**src/rtl/calc_display_pkg.sv**
```systemverilog
// Shared constants for the calculator display blocks: active-low glyphs
// ({g,f,e,d,c,b,a}), special digit codes and the scan FSM state type.
package calc_display_pkg;

  localparam logic [6:0] SEG_0     = 7'h40;
  localparam logic [6:0] SEG_1     = 7'h79;
  localparam logic [6:0] SEG_2     = 7'h24;
  localparam logic [6:0] SEG_3     = 7'h30;
  localparam logic [6:0] SEG_4     = 7'h19;
  localparam logic [6:0] SEG_5     = 7'h12;
  localparam logic [6:0] SEG_6     = 7'h02;
  localparam logic [6:0] SEG_7     = 7'h78;
  localparam logic [6:0] SEG_8     = 7'h00;
  localparam logic [6:0] SEG_9     = 7'h10;
  localparam logic [6:0] SEG_MINUS = 7'h3F;
  localparam logic [6:0] SEG_OFF   = 7'h7F;

  localparam logic [3:0] CODE_MINUS = 4'hA;
  localparam logic [3:0] CODE_BLANK = 4'hF;

  typedef enum logic {
    ST_BLANK = 1'b0,
    ST_DRIVE = 1'b1
  } scan_state_t;

endpackage

```
**src/rtl/seg7_decoder.sv**
```systemverilog
// Combinational digit-code to active-low 7-segment decoder; blank forces all
// segments off. Shared by the display blocks.
module seg7_decoder
  import calc_display_pkg::*;
(
  input  logic [3:0] code,
  input  logic       blank,
  output logic [6:0] seg
);

  always_comb begin
    seg = SEG_OFF;
    if (!blank) begin
      case (code)
        4'h0:       seg = SEG_0;
        4'h1:       seg = SEG_1;
        4'h2:       seg = SEG_2;
        4'h3:       seg = SEG_3;
        4'h4:       seg = SEG_4;
        4'h5:       seg = SEG_5;
        4'h6:       seg = SEG_6;
        4'h7:       seg = SEG_7;
        4'h8:       seg = SEG_8;
        4'h9:       seg = SEG_9;
        CODE_MINUS: seg = SEG_MINUS;
        CODE_BLANK: seg = SEG_OFF;
        default:    seg = SEG_OFF;
      endcase
    end
  end

endmodule

```
**src/rtl/seg_scan_controller.sv**
```systemverilog
// Multiplexed common-anode 7-seg scanner: tick divider, blank-then-drive step
// FSM, frame-synchronous double buffer and leading-zero suppression.
module seg_scan_controller
  import calc_display_pkg::*;
#(
  parameter int unsigned CLK_HZ       = 50_000_000,
  parameter int unsigned TICK_HZ      = 500,
  parameter int unsigned NUM_DIGITS   = 4,
  parameter int unsigned BLANK_CYCLES = 500
) (
  input  logic                    clock50,
  input  logic                    reset,
  input  logic [4*NUM_DIGITS-1:0] digits_in,
  input  logic                    load,
  input  logic                    zero_supp,
  output logic [6:0]              seg_out,
  output logic [NUM_DIGITS-1:0]   an_out,
  output logic                    tick,
  output logic                    frame_done
);

  localparam int unsigned DIV_COUNT = CLK_HZ / TICK_HZ;
  localparam int unsigned DIV_W     = (DIV_COUNT > 1) ? $clog2(DIV_COUNT) : 1;
  localparam int unsigned IDX_W     = (NUM_DIGITS > 1) ? $clog2(NUM_DIGITS) : 1;
  localparam int unsigned BLK_W     = (BLANK_CYCLES > 1) ? $clog2(BLANK_CYCLES) : 1;

  localparam logic [DIV_W-1:0] DIV_LAST = DIV_W'(DIV_COUNT - 1);
  localparam logic [IDX_W-1:0] IDX_LAST = IDX_W'(NUM_DIGITS - 1);
  localparam logic [BLK_W-1:0] BLK_LAST = BLK_W'(BLANK_CYCLES - 1);

  logic [DIV_W-1:0]                 div_cnt;
  logic [BLK_W-1:0]                 blank_cnt;
  logic [IDX_W-1:0]                 idx;
  scan_state_t                      state;
  logic [NUM_DIGITS-1:0][3:0]       disp_reg;
  logic [NUM_DIGITS-1:0][3:0]       pend_reg;
  logic                             pend_vld;
  logic [NUM_DIGITS-1:0]            nonzero;
  logic                             supp;
  logic [6:0]                       dec_seg;

  assign tick       = (div_cnt == DIV_LAST);
  assign frame_done = tick && (idx == IDX_LAST);

  always_ff @(posedge clock50) begin
    if (reset || tick) begin
      div_cnt <= '0;
    end else begin
      div_cnt <= div_cnt + DIV_W'(1);
    end
  end

  // A digit is a leading zero when it and every higher digit are code 0.
  for (genvar g = 0; g < NUM_DIGITS; g++) begin : g_nz
    assign nonzero[g] = |disp_reg[g];
  end

  assign supp = zero_supp && (idx != '0) && ((nonzero >> idx) == '0);

  seg7_decoder u_dec (
    .code  (disp_reg[idx]),
    .blank (supp),
    .seg   (dec_seg)
  );

  // Outputs are sampled from the current state/idx, so they trail the FSM by
  // one cycle. blank_cnt parks at its terminal value while waiting to drive.
  always_ff @(posedge clock50) begin
    if (reset) begin
      state     <= ST_BLANK;
      blank_cnt <= '0;
      idx       <= '0;
      seg_out   <= SEG_OFF;
      an_out    <= '1;
    end else begin
      if (state == ST_DRIVE) begin
        an_out  <= ~(NUM_DIGITS'(1) << idx);
        seg_out <= dec_seg;
      end else begin
        an_out  <= '1;
        seg_out <= SEG_OFF;
      end

      if (tick) begin
        state     <= ST_BLANK;
        blank_cnt <= '0;
        idx       <= (idx == IDX_LAST) ? '0 : idx + IDX_W'(1);
      end else if (state == ST_BLANK) begin
        if (blank_cnt == BLK_LAST) begin
          state <= ST_DRIVE;
        end else begin
          blank_cnt <= blank_cnt + BLK_W'(1);
        end
      end
    end
  end

  // A load landing on the commit cycle bypasses the pending buffer.
  always_ff @(posedge clock50) begin
    if (reset) begin
      disp_reg <= '0;
      pend_reg <= '0;
      pend_vld <= 1'b0;
    end else begin
      if (load) begin
        pend_reg <= digits_in;
      end
      if (frame_done) begin
        if (load) begin
          disp_reg <= digits_in;
        end else if (pend_vld) begin
          disp_reg <= pend_reg;
        end
        pend_vld <= 1'b0;
      end else if (load) begin
        pend_vld <= 1'b1;
      end
    end
  end

endmodule

```
**config.mk**
```make
export PLATFORM = sky130hd
export DESIGN_NAME = seg_scan_controller
export DESIGN_NICKNAME = d
export VERILOG_FILES = /design/src/rtl/calc_display_pkg.sv /design/src/rtl/seg7_decoder.sv /design/src/rtl/seg_scan_controller.sv
export SDC_FILE = /design/constraint.sdc
export NUM_CORES = 1
export LEC_CHECK = 0
export ABC_AREA = 0
export ABC_CLOCK_PERIOD_IN_PS = 2550
export BUFFER_PORTS_ARGS = -buffer_cell sky130_fd_sc_hd__buf_4
export CORE_MARGIN = 1
export CORE_UTILIZATION = 58
export DETAILED_ROUTE_END_ITERATION = 16
export PLACE_DENSITY_LB_ADDON = 0.08
export SLEW_MARGIN = 10
export SYNTH_ARGS = -nofsm -noshare
export SYNTH_HDL_FRONTEND = slang
export SYNTH_SLANG_ARGS = --single-unit
```
**constraint.sdc**
```tcl
create_clock -name clock50 -period 2.55 [get_ports clock50]
set_input_delay 0.51 -clock clock50 [delete_from_list [all_inputs] [get_ports clock50]]
set_output_delay 0.51 -clock clock50 [all_outputs]
set_load 0.02 [all_outputs]
```
==> results of run 1 <==
[per-layer routing]
layer | vias up | routed length (um)
met2 | 46 | 2850
met1 | 1090 | 2700
met4 | 0 | 80
met5 | - | 0
li1 | 1173 | -
met3 | 9 | 255
[per-stage QoR]
step	total power [mW]	hold WS, ns	worst slack [ns]	util (%)
2_1_floorplan	1.27	0.438	0.295	-
3_3_place_gp	1.30	0.454	0.451	66.5
3_5_place_dp	1.31	0.484	0.385	66.5
4_1_cts	2.15	0.434	0.0401	70.2
5_1_grt	2.22	0.456	0.118	70.5
6_report	2.13	0.446	0.192	70.5
[how the worst max path moves through the flow]
stage | slack [ns] | endpoint | startpoint
3_3_place_gp | 0.45 | frame_done | div_cnt[14]
6_report | 0.19 | frame_done | div_cnt[0]
2_1_floorplan | 0.29 | frame_done | div_cnt[14]
4_1_cts | 0.04 | frame_done | div_cnt[14]
5_1_grt | 0.12 | frame_done | div_cnt[0]
3_5_place_dp | 0.39 | disp_reg[14] | div_cnt[14]
[worst min-delay path: stages]
cell and delay, ns:
buf_4 0.08, mux2i_1 0.08, nor2_1 0.08
[what timing repair did]
action | 4_1_cts | 5_1_grt
endpoints found under the setup margin | 0 | 1
setup buffers | 0 | 2
hold endpoints to repair | 0 | 0
[power by group through the flow]
stage,clock [mW],combinational (mW),sequential (mW)
finish,0.845,0.104,1.18
global route,0.922,0.116,1.18
CTS,0.871,0.105,1.18
detailed placement,0,0.104,1.20
global placement,0,0.103,1.20
floorplan,0,0.0716,1.20
[kinds of logic (layout without fill, tap and decap cells)]
group / after synthesis / in the layout / synth area share [%]
mux: 25 / 25 / 9.42
xor+xnor: 26 / 26 / 7.11
fa+ha+maj: 11 / 11 / 4.30
compound gates: 37 / 37 / 8.40
flops: 73 / 73 / 45.6
buf+inv: 22 / 58 / 3.36
simple gates: 123 / 123 / 21.8
[placed cells by master, fill, tap and decap left out, types with 7 or more instances in the layout]
master and instances:
clkbuf_8 13, buf_4 36, nand3_1 11, and3_1 12, mux2i_1 20, o21ai_0 7
nor3_2 14, xor2_1 15, ha_1 11, nand2_1 10, a31o_1 13, a21oi_1 7
dfxtp_1 73, xnor2_1 11, nor2_1 52
[final cells by class]
class / instances / area [um2]
Multi-Input combinational cell: 222 / 1630
Clock buffer: 15 / 186
Inverter: 6 / 22.5
Timing Repair Buffer: 36 / 270
Clock inverter: 1 / 7.51
Sequential cell: 73 / 1460
Tap cell: 70 / 87.6
Fill cell: 438 / 1540
==> summary.md, run 1 <==
| Metric | Value |
|---|---|
| Status | `finished clean` |
| Syn Nets | `348` |
| Final hold vios | `0` |
| Max incr delay on CP | `0.38 ns` |
| Initial Util | `61.5%` |
| Unrepaired setup endpoints after global routing | `no` |
| R2r startpoint | `div_cnt[0]` |
| Ys Warns | `0` |
| Die width | `76.3 um` |
| Dpl cell area | `3460 um2` |
| Reg2Reg Depth | `7` |
| Vias in the first global route | `2186` |
| Total Routing Usage GR | `21.5%` |
| Avg Inst Size Synth | `10.1 um2` |
| Top area cells in the synthesized netlist | `dfxtp_1, mux2i_1, nor2_1` |
| Synth Flop Type | `dfxtp_1` |
| Num ports | `33` |
| Total grt overflow | `0` |
| Clock Power Share | `39.8%` |
| Synth cell types | `42` |
| Antenna violation net count after detailed routing | `0` |
| Buf/Inv on CP | `1` |
| Final wirelength | `5.89 mm` |
| Yosys top cell area share | `45.6%` |
| Routability cong. | `0.834` |
| Clk slew on worst S/H paths | `0.07 ns` |
| CTS-repair resized insts | `0` |
| Synthesis-stage register bit count | `73` |
| Row cnt | `26` |
| Critical Path Stages | `5` |
| DIE HEIGHT | `76.3 um` |
| WP data required | `2.04 ns` |
| Die area | `5820 um2` |
| Most frequent cell after synthesis | `dfxtp_1` |
| Switch share | `21.4%` |
| Area Overhead vs Synth | `14.6%` |
| Period utilisation layout | `92.5%` |
| Worst hold path class | `primary input to flip-flop` |
| Relative slew margins | `67.5%` |
| FMAX | `0.424 GHz` |
| First-pass GRT wire length | `9.95 mm` |
| Largest net degree at the start of global routing | `41` |
| Critical path peak fanout | `5` |
| Met3 usage | `4.55%` |
| Wire length per cell | `13.9 um` |
| Seq/Total Area, Yosys | `45.6%` |
| CTS Buf Count | `9` |
| Slowest CP cell | `dfxtp_1` |
| Dpl cells | `405` |
| GRT met2 Usage | `34.7%` |
| Hold_buf cts | `0` |
| Max-slew violations | `0` |
| WHS Endpoint | `pend_reg[13]` |
| Drt first pass iters | `4` |
| CTS Root Buffer Type | `clkbuf_8` |
| Crit Path Category | `flip-flop to output pin` |
| Hold Path Stages | `3` |
| HPWL reported at the end of detailed placement | `3.99 mm` |
| Int Pwr | `1.67 mW` |
| Largest delay contributor family on the critical path | `simple AND/OR/NAND/NOR gates` |
| Pwr/cell area | `579 nW/um2` |
| Comb power frac | `4.9%` |
| Vias per inst | `5.48` |
| Post-synth top cells | `dfxtp_1, nor2_1, mux2i_1` |
| H-tree Lvls | `3` |
| Share of post-route cells with drive strength above 1 | `21.5%` |
| Initial antenna violation count | `0` |
| Cells after Synth | `317` |
| Clock Latency Late Sink | `0.33 ns` |
| Seq pwr share | `55.3%` |
| HP Start | `digits_in[13]` |
| Area leader, netlist | `dfxtp_1` |
| VDD IR max | `0.376 mV` |
| Setup Viol. Count Final | `0` |
| Setup slack, reg-to-reg | `0.41 ns` |
| Fin area | `3670 um2` |
| Critical Path Start Type | `flip-flop` |
| Number of max-cap violations | `0` |
| Clock Path Buffers | `2` |
| Crit-path cells | `ha_1 -> nand4_1 -> nor4_4 -> and2_1 -> buf_4` |
| EDFF count, synth | `0` |
| IO Port Bufs | `32` |
| Routed via count | `2318` |
| Total core area | `5200 um2` |
| Met1 usage | `26.7%` |
| Max reg flops | `17` |
| Fraction of registers with async set or reset after synthesis | `0%` |
| Setup TNS | `0 ns` |
| Residual DRC | `0` |
| Layout Skew | `0.00697 ns` |
| GRT Max-Usage Layer | `met2` |
| CP endpoint kind | `output pin` |
| Critical Path AT | `1.85 ns` |
| NetSw | `455 uW` |
| Post-Syn Area | `3200 um2` |
| Iteration-0 DRC Markers | `172` |
| Leak | `1.50 nW` |
| Fin cells | `423` |
| Min cycle time layout | `2.36 ns` |
| Worst Tran Pin Value | `0.474 ns` |
| Reg2reg end | `disp_reg[7]` |
| Clock Sinks | `73` |
| Number of nets in the layout | `379` |
| CTS tree | `done` |
| ANT cells | `0` |
No activity file was read; power rests on OpenSTA's default activity.
==> inputs of run 2 (changes only) <==
--- a/config.mk
+++ b/config.mk
@@ -11,7 +11,9 @@
 export CORE_MARGIN = 1
 export CORE_UTILIZATION = 58
 export DETAILED_ROUTE_END_ITERATION = 16
+export GPL_TIMING_DRIVEN = 0
 export PLACE_DENSITY_LB_ADDON = 0.08
+export REMOVE_ABC_BUFFERS = 1
 export SLEW_MARGIN = 10
 export SYNTH_ARGS = -nofsm -noshare
 export SYNTH_HDL_FRONTEND = slang
==> summary.md, run 2 (synthesis results as in run 1) <==
| Metric | Value |
|---|---|
| Status | `finished clean (unchanged)` |
| Clock Latency Late Sink | `0.34 ns (was 0.33 ns)` |
| Total Routing Usage GR | `19.9% (was 21.5%)` |
| CP endpoint kind | `output pin (unchanged)` |
| Routed via count | `2272 (was 2318)` |
| Vias per inst | `5.41 (was 5.48)` |
| Slowest CP cell | `dfxtp_1 (unchanged)` |
| Clock Path Buffers | `2 (unchanged)` |
| Initial antenna violation count | `0 (unchanged)` |
| VDD IR max | `0.395 mV (was 0.376 mV)` |
| Number of max-cap violations | `0 (unchanged)` |
| Worst hold path class | `primary input to flip-flop (unchanged)` |
| GRT met2 Usage | `31.5% (was 34.7%)` |
| Number of nets in the layout | `377 (was 379)` |
| Vias in the first global route | `2107 (was 2186)` |
| Pre-CTS WS | `0.225 ns (was 0.385 ns)` |
| Antenna violation net count after detailed routing | `0 (unchanged)` |
| Die area | `5820 um2 (unchanged)` |
| Crit-path cells | `ha_1 -> nand4_1 -> nor4_4 -> and2_1 -> buf_4 (unchanged)` |
| Critical path peak fanout | `5 (unchanged)` |
| DIE HEIGHT | `76.3 um (unchanged)` |
| WP data required | `2.04 ns (about the same)` |
| IO Port Bufs | `32 (unchanged)` |
| Worst Tran Pin Value | `0.465 ns (was 0.474 ns)` |
| First-pass GRT wire length | `9.19 mm (was 9.95 mm)` |
| Setup Buffers After CTS | `2 (was 0)` |
| Clock Sinks | `73 (unchanged)` |
| Largest delay contributor family on the critical path | `simple AND/OR/NAND/NOR gates (unchanged)` |
| Initial Util | `61.5% (unchanged)` |
| Total core area | `5200 um2 (unchanged)` |
| CTS Root Buffer Type | `clkbuf_8 (unchanged)` |
| Min cycle time layout | `2.34 ns (was 2.36 ns)` |
| Met3 usage | `3.83% (was 4.55%)` |
| H-tree Lvls | `3 (unchanged)` |
| Iteration-0 DRC Markers | `84 (was 172)` |
| Critical Path AT | `1.83 ns (was 1.85 ns)` |
| CTS Buf Count | `9 (unchanged)` |
| Largest net degree at the start of global routing | `41 (unchanged)` |
| Fillers | `418 (was 438)` |
| Final hold vios | `0 (unchanged)` |
| Unrepaired setup endpoints after global routing | `no (unchanged)` |
| Num ports | `33 (unchanged)` |
| Relative slew margins | `68.1% (was 67.5%)` |
| Most common cell after layout, fill and taps aside | `dfxtp_1 (unchanged)` |
| Residual DRC | `0 (unchanged)` |
| Total grt overflow | `0 (unchanged)` |
| Max-slew violations | `0 (unchanged)` |
| ANT cells | `0 (unchanged)` |
| Max reg flops | `17 (unchanged)` |
| Period utilisation layout | `91.6% (was 92.5%)` |
| Pwr/cell area | `594 nW/um2 (was 579 nW/um2)` |
| Clk slew on worst S/H paths | `0.07 ns (about the same)` |
| Most frequent cells in the layout | `dfxtp_1, nor2_1, buf_4, mux2i_1, xor2_1 (unchanged)` |
| Setup TNS | `0 ns (unchanged)` |
| HPWL reported at the end of detailed placement | `3.60 mm (was 3.99 mm)` |
| Buf/Inv on CP | `1 (unchanged)` |
| Die width | `76.3 um (unchanged)` |
| CTS tree | `done (unchanged)` |
| Layout Skew | `0.00589 ns (was 0.00697 ns)` |
| Crit Path Category | `flip-flop to output pin (unchanged)` |
| Setup Viol. Count Final | `0 (unchanged)` |
| Routability cong. | `0.782 (was 0.834)` |
| Leak | `1.49 nW (was 1.50 nW)` |
| Met1 usage | `24.8% (was 26.7%)` |
| CTS-repair resized insts | `0 (unchanged)` |
| Critical Path Start Type | `flip-flop (unchanged)` |
| Max incr delay on CP | `0.39 ns (was 0.38 ns)` |
| GRT Max-Usage Layer | `met2 (unchanged)` |
| Final worst slack | `0.214 ns (was 0.192 ns)` |
| Hold_buf cts | `0 (unchanged)` |
| Final wirelength | `5.38 mm (was 5.89 mm)` |
| FMAX | `0.428 GHz (was 0.424 GHz)` |
| Wire length per cell | `12.8 um (was 13.9 um)` |
| Drt first pass iters | `4 (unchanged)` |
| Utilization after layout | `70.2% (was 70.5%)` |
| Row cnt | `26 (unchanged)` |
| Area Overhead vs Synth | `14.1% (was 14.6%)` |
| Share of post-route cells with drive strength above 1 | `21.1% (was 21.5%)` |
-- run 2: cell count changes in the layout (fill, tap and decap cells not counted) --
cell and change:
buf_4 -2, bufinv_16 +1, clkbuf_1 -1, clkbuf_8 -2
clkinv_2 +2, clkinvlp_4 -1
-- run 2: per-stage QoR --
step	area, um2	hold WS (ns)	cells	total power [mW]
after global placement	3440	0.458	403	1.30
after detailed placement	3440	0.463	403	1.30
after CTS	3650	0.434	420	2.19
final	3650	0.439	420	2.17
after floorplan	3120	0.438	301	1.25
after global routing	3650	0.444	420	2.26
-- run 2: worst paths after layout --
kind                startpoint  slack, ns  cells after the start           end
setup / recovery    div_cnt[0]       0.21                      5    frame_done
hold / removal    digits_in[7]       0.44                      3   pend_reg[7]
setup reg to reg    div_cnt[0]       0.37                      7  disp_reg[13]
hold reg to reg     div_cnt[0]       0.48                      1    div_cnt[0]
-- run 2: metal layers --
metal | vias up | wire length (um) | share of wire [%]
li1 | 1169 | - | -
met3 | 11 | 205 | 3.8
met5 | - | 0 | 0
met4 | 0 | 121 | 2.2
met2 | 41 | 2460 | 46
met1 | 1051 | 2600 | 48
-- run 2: worst min-delay path, cell delays in order --
cell and delay (ns):
buf_4 0.07, mux2i_1 0.08, nor2_1 0.08
-- run 2: final cells by class --
cell class | count | area [um2] | area share [%]
inverters | 6 | 22.5 | 0.616
repair buffers | 34 | 255 | 6.98
clock buffers | 12 | 155 | 4.25
clock inverters | 3 | 40.0 | 1.10
flip-flops and latches | 73 | 1460 | 40.0
multi-input cells | 222 | 1630 | 44.7
well taps | 70 | 87.6 | 2.40
-- run 2: where the power goes --
group / switching [mW] / total [mW] / internal, mW
clock network: 0.399 / 0.896 / 0.497
logic: 0.0555 / 0.101 / 0.0451
registers: 0.0115 / 1.18 / 1.16
==> inputs of run 3 (changes only) <==
--- a/config.mk
+++ b/config.mk
@@ -8,9 +8,12 @@
 export ABC_AREA = 0
 export ABC_CLOCK_PERIOD_IN_PS = 2550
 export BUFFER_PORTS_ARGS = -buffer_cell sky130_fd_sc_hd__buf_4
+export CELL_PAD_IN_SITES_DETAIL_PLACEMENT = 2
+export CELL_PAD_IN_SITES_GLOBAL_PLACEMENT = 2
 export CORE_MARGIN = 1
-export CORE_UTILIZATION = 58
+export CORE_UTILIZATION = 37
 export DETAILED_ROUTE_END_ITERATION = 16
+export GPL_ROUTABILITY_DRIVEN = 0
 export GPL_TIMING_DRIVEN = 0
 export PLACE_DENSITY_LB_ADDON = 0.08
 export REMOVE_ABC_BUFFERS = 1
==> summary.md, run 3 (synthesis results as in run 1) <==
| Metric | Value |
|---|---|
| Status | `finished clean (unchanged)` |
| Total core area | `8300 um2 (was 5200 um2)` |
| Clk slew on worst S/H paths | `0.08 ns (was 0.07 ns)` |
| Unrepaired setup endpoints after global routing | `no (unchanged)` |
| ANT cells | `0 (unchanged)` |
| Worst hold path class | `primary input to flip-flop (unchanged)` |
| Dpl cell area | `3490 um2 (was 3440 um2)` |
| Final worst slack | `0.129 ns (was 0.214 ns)` |
| Most common cell after layout, fill and taps aside | `dfxtp_1 (unchanged)` |
| Clock Path Buffers | `2 (unchanged)` |
| Largest net degree at the start of global routing | `41 (unchanged)` |
| Final wirelength | `7.06 mm (was 5.38 mm)` |
| Routed via count | `2390 (was 2272)` |
| Vias per inst | `5.25 (was 5.41)` |
| Initial antenna violation count | `0 (unchanged)` |
| Min cycle time layout | `2.42 ns (was 2.34 ns)` |
| Area Overhead vs Synth | `14.6% (was 14.1%)` |
| R2r startpoint | `div_cnt[14] (was div_cnt[0])` |
| Fin area | `3670 um2 (was 3650 um2)` |
| Row cnt | `33 (was 26)` |
| Leak | `1.47 nW (was 1.49 nW)` |
| Num ports | `33 (unchanged)` |
| Total grt overflow | `0 (unchanged)` |
| Reg2reg end | `disp_reg[15] (was disp_reg[13])` |
| CP endpoint kind | `output pin (unchanged)` |
| IO Port Bufs | `32 (unchanged)` |
| Worst Tran Pin Value | `0.529 ns (was 0.465 ns)` |
| Antenna violation net count after detailed routing | `0 (unchanged)` |
| Critical path peak fanout | `4 (was 5)` |
| Number of max-cap violations | `0 (unchanged)` |
| CTS Root Buffer Type | `clkbuf_8 (unchanged)` |
| DIE HEIGHT | `95.0 um (was 76.3 um)` |
| Critical Path End | `tick (was frame_done)` |
| Final hold vios | `0 (unchanged)` |
| Critical Path Start Type | `flip-flop (unchanged)` |
| Reg2Reg Depth | `6 (was 7)` |
| CTS Buf Count | `9 (unchanged)` |
| Layout Skew | `0.00601 ns (was 0.00589 ns)` |
| Max-slew violations | `0 (unchanged)` |
| Residual DRC | `0 (unchanged)` |
| Relative slew margins | `63.7% (was 68.1%)` |
| Total Routing Usage GR | `17.6% (was 19.9%)` |
| Drt first pass iters | `4 (unchanged)` |
| Critical Path AT | `1.91 ns (was 1.83 ns)` |
| Clock Latency Late Sink | `0.35 ns (was 0.34 ns)` |
| Die width | `95.0 um (was 76.3 um)` |
| WP data required | `2.04 ns (about the same)` |
| Fin cells | `455 (was 420)` |
| Clock Sinks | `73 (unchanged)` |
| Iteration-0 DRC Markers | `62 (was 84)` |
| First-pass GRT wire length | `12.0 mm (was 9.19 mm)` |
| Pwr/cell area | `567 nW/um2 (was 594 nW/um2)` |
| Most frequent cells in the layout | `dfxtp_1, nor2_1, buf_4, mux2i_1, xor2_1 (unchanged)` |
| Dpl cells | `438 (was 403)` |
| Setup slack, reg-to-reg | `0.27 ns (was 0.37 ns)` |
| Vias in the first global route | `2535 (was 2107)` |
| CTS tree | `done (unchanged)` |
| Initial Util | `38.6% (was 61.5%)` |
| Period utilisation layout | `94.9% (was 91.6%)` |
| Setup TNS | `0 ns (unchanged)` |
| H-tree Lvls | `3 (unchanged)` |
| Setup Viol. Count Final | `0 (unchanged)` |
| Crit path from | `div_cnt[14] (was div_cnt[0])` |
| FMAX | `0.413 GHz (was 0.428 GHz)` |
| Max reg flops | `17 (unchanged)` |
| Share of post-route cells with drive strength above 1 | `21.1% (unchanged)` |
| HPWL reported at the end of detailed placement | `4.89 mm (was 3.60 mm)` |
| Wire length per cell | `15.5 um (was 12.8 um)` |
| Hold_buf cts | `0 (unchanged)` |
| Die area | `9030 um2 (was 5820 um2)` |
| Utilization after layout | `44.2% (was 70.2%)` |
| VDD IR max | `0.213 mV (was 0.395 mV)` |
| Crit Path Category | `flip-flop to output pin (unchanged)` |
| Number of nets in the layout | `377 (unchanged)` |
| Pre-CTS WS | `0.0716 ns (was 0.225 ns)` |
run 3: changes by cell type in the layout (fill, tap and decap cells not counted), sizes merged:
cell      change
bufinv        -1
clkinvlp      +1
run 3: how the worst min path moves through the flow:
stage | from | to | cells after the start
3_3_place_gp | div_cnt[0] | div_cnt[0] | 1
6_report | digits_in[13] | pend_reg[13] | 3
3_5_place_dp | div_cnt[0] | div_cnt[0] | 1
2_1_floorplan | div_cnt[0] | div_cnt[0] | 1
5_1_grt | digits_in[13] | pend_reg[13] | 3
4_1_cts | digits_in[13] | pend_reg[13] | 3
run 3: stage by stage:
| step | hold WS (ns) | power (mW) |
|---|---|---|
| 2_1_floorplan | 0.438 | 1.25 |
| 3_3_place_gp | 0.456 | 1.31 |
| 3_5_place_dp | 0.473 | 1.31 |
| 4_1_cts | 0.419 | 2.11 |
| 5_1_grt | 0.441 | 2.17 |
| 6_report | 0.425 | 2.08 |
run 3: metal layers:
metal	track usage (%)	wire length, um
met1	20.4	3230
met2	30.8	3520
met3	2.95	200
met5	0	0
met4	9.09	114
run 3: area by class of cell:
type,count,area (um2)
Fill cell,896,4630
Clock inverter,3,17.5
Timing Repair Buffer,34,255
Tap cell,105,131
Multi-Input combinational cell,222,1640
Sequential cell,73,1460
Inverter,6,22.5
Clock buffer,12,145
run 3: worst max-delay path: stages, from the launching register on:
cell,delay [ns]
dfxtp_1,0.35
or4_4,0.56
nor4_4,0.31
buf_4,0.20
buf_4,0.14
run 3: repair_timing:
action,in CTS,in global routing
setup buffers,2,0
pin swaps,1,0
endpoints found under the setup margin,2,1
resized for setup,0,1
cloned,0,0
run 3: report_power, final:
group	leakage (nW)	internal [mW]	switching [mW]
Clock	0.0822	0.372	0.426
Sequential	0.593	1.16	0.0127
Combinational	0.797	0.0454	0.0603
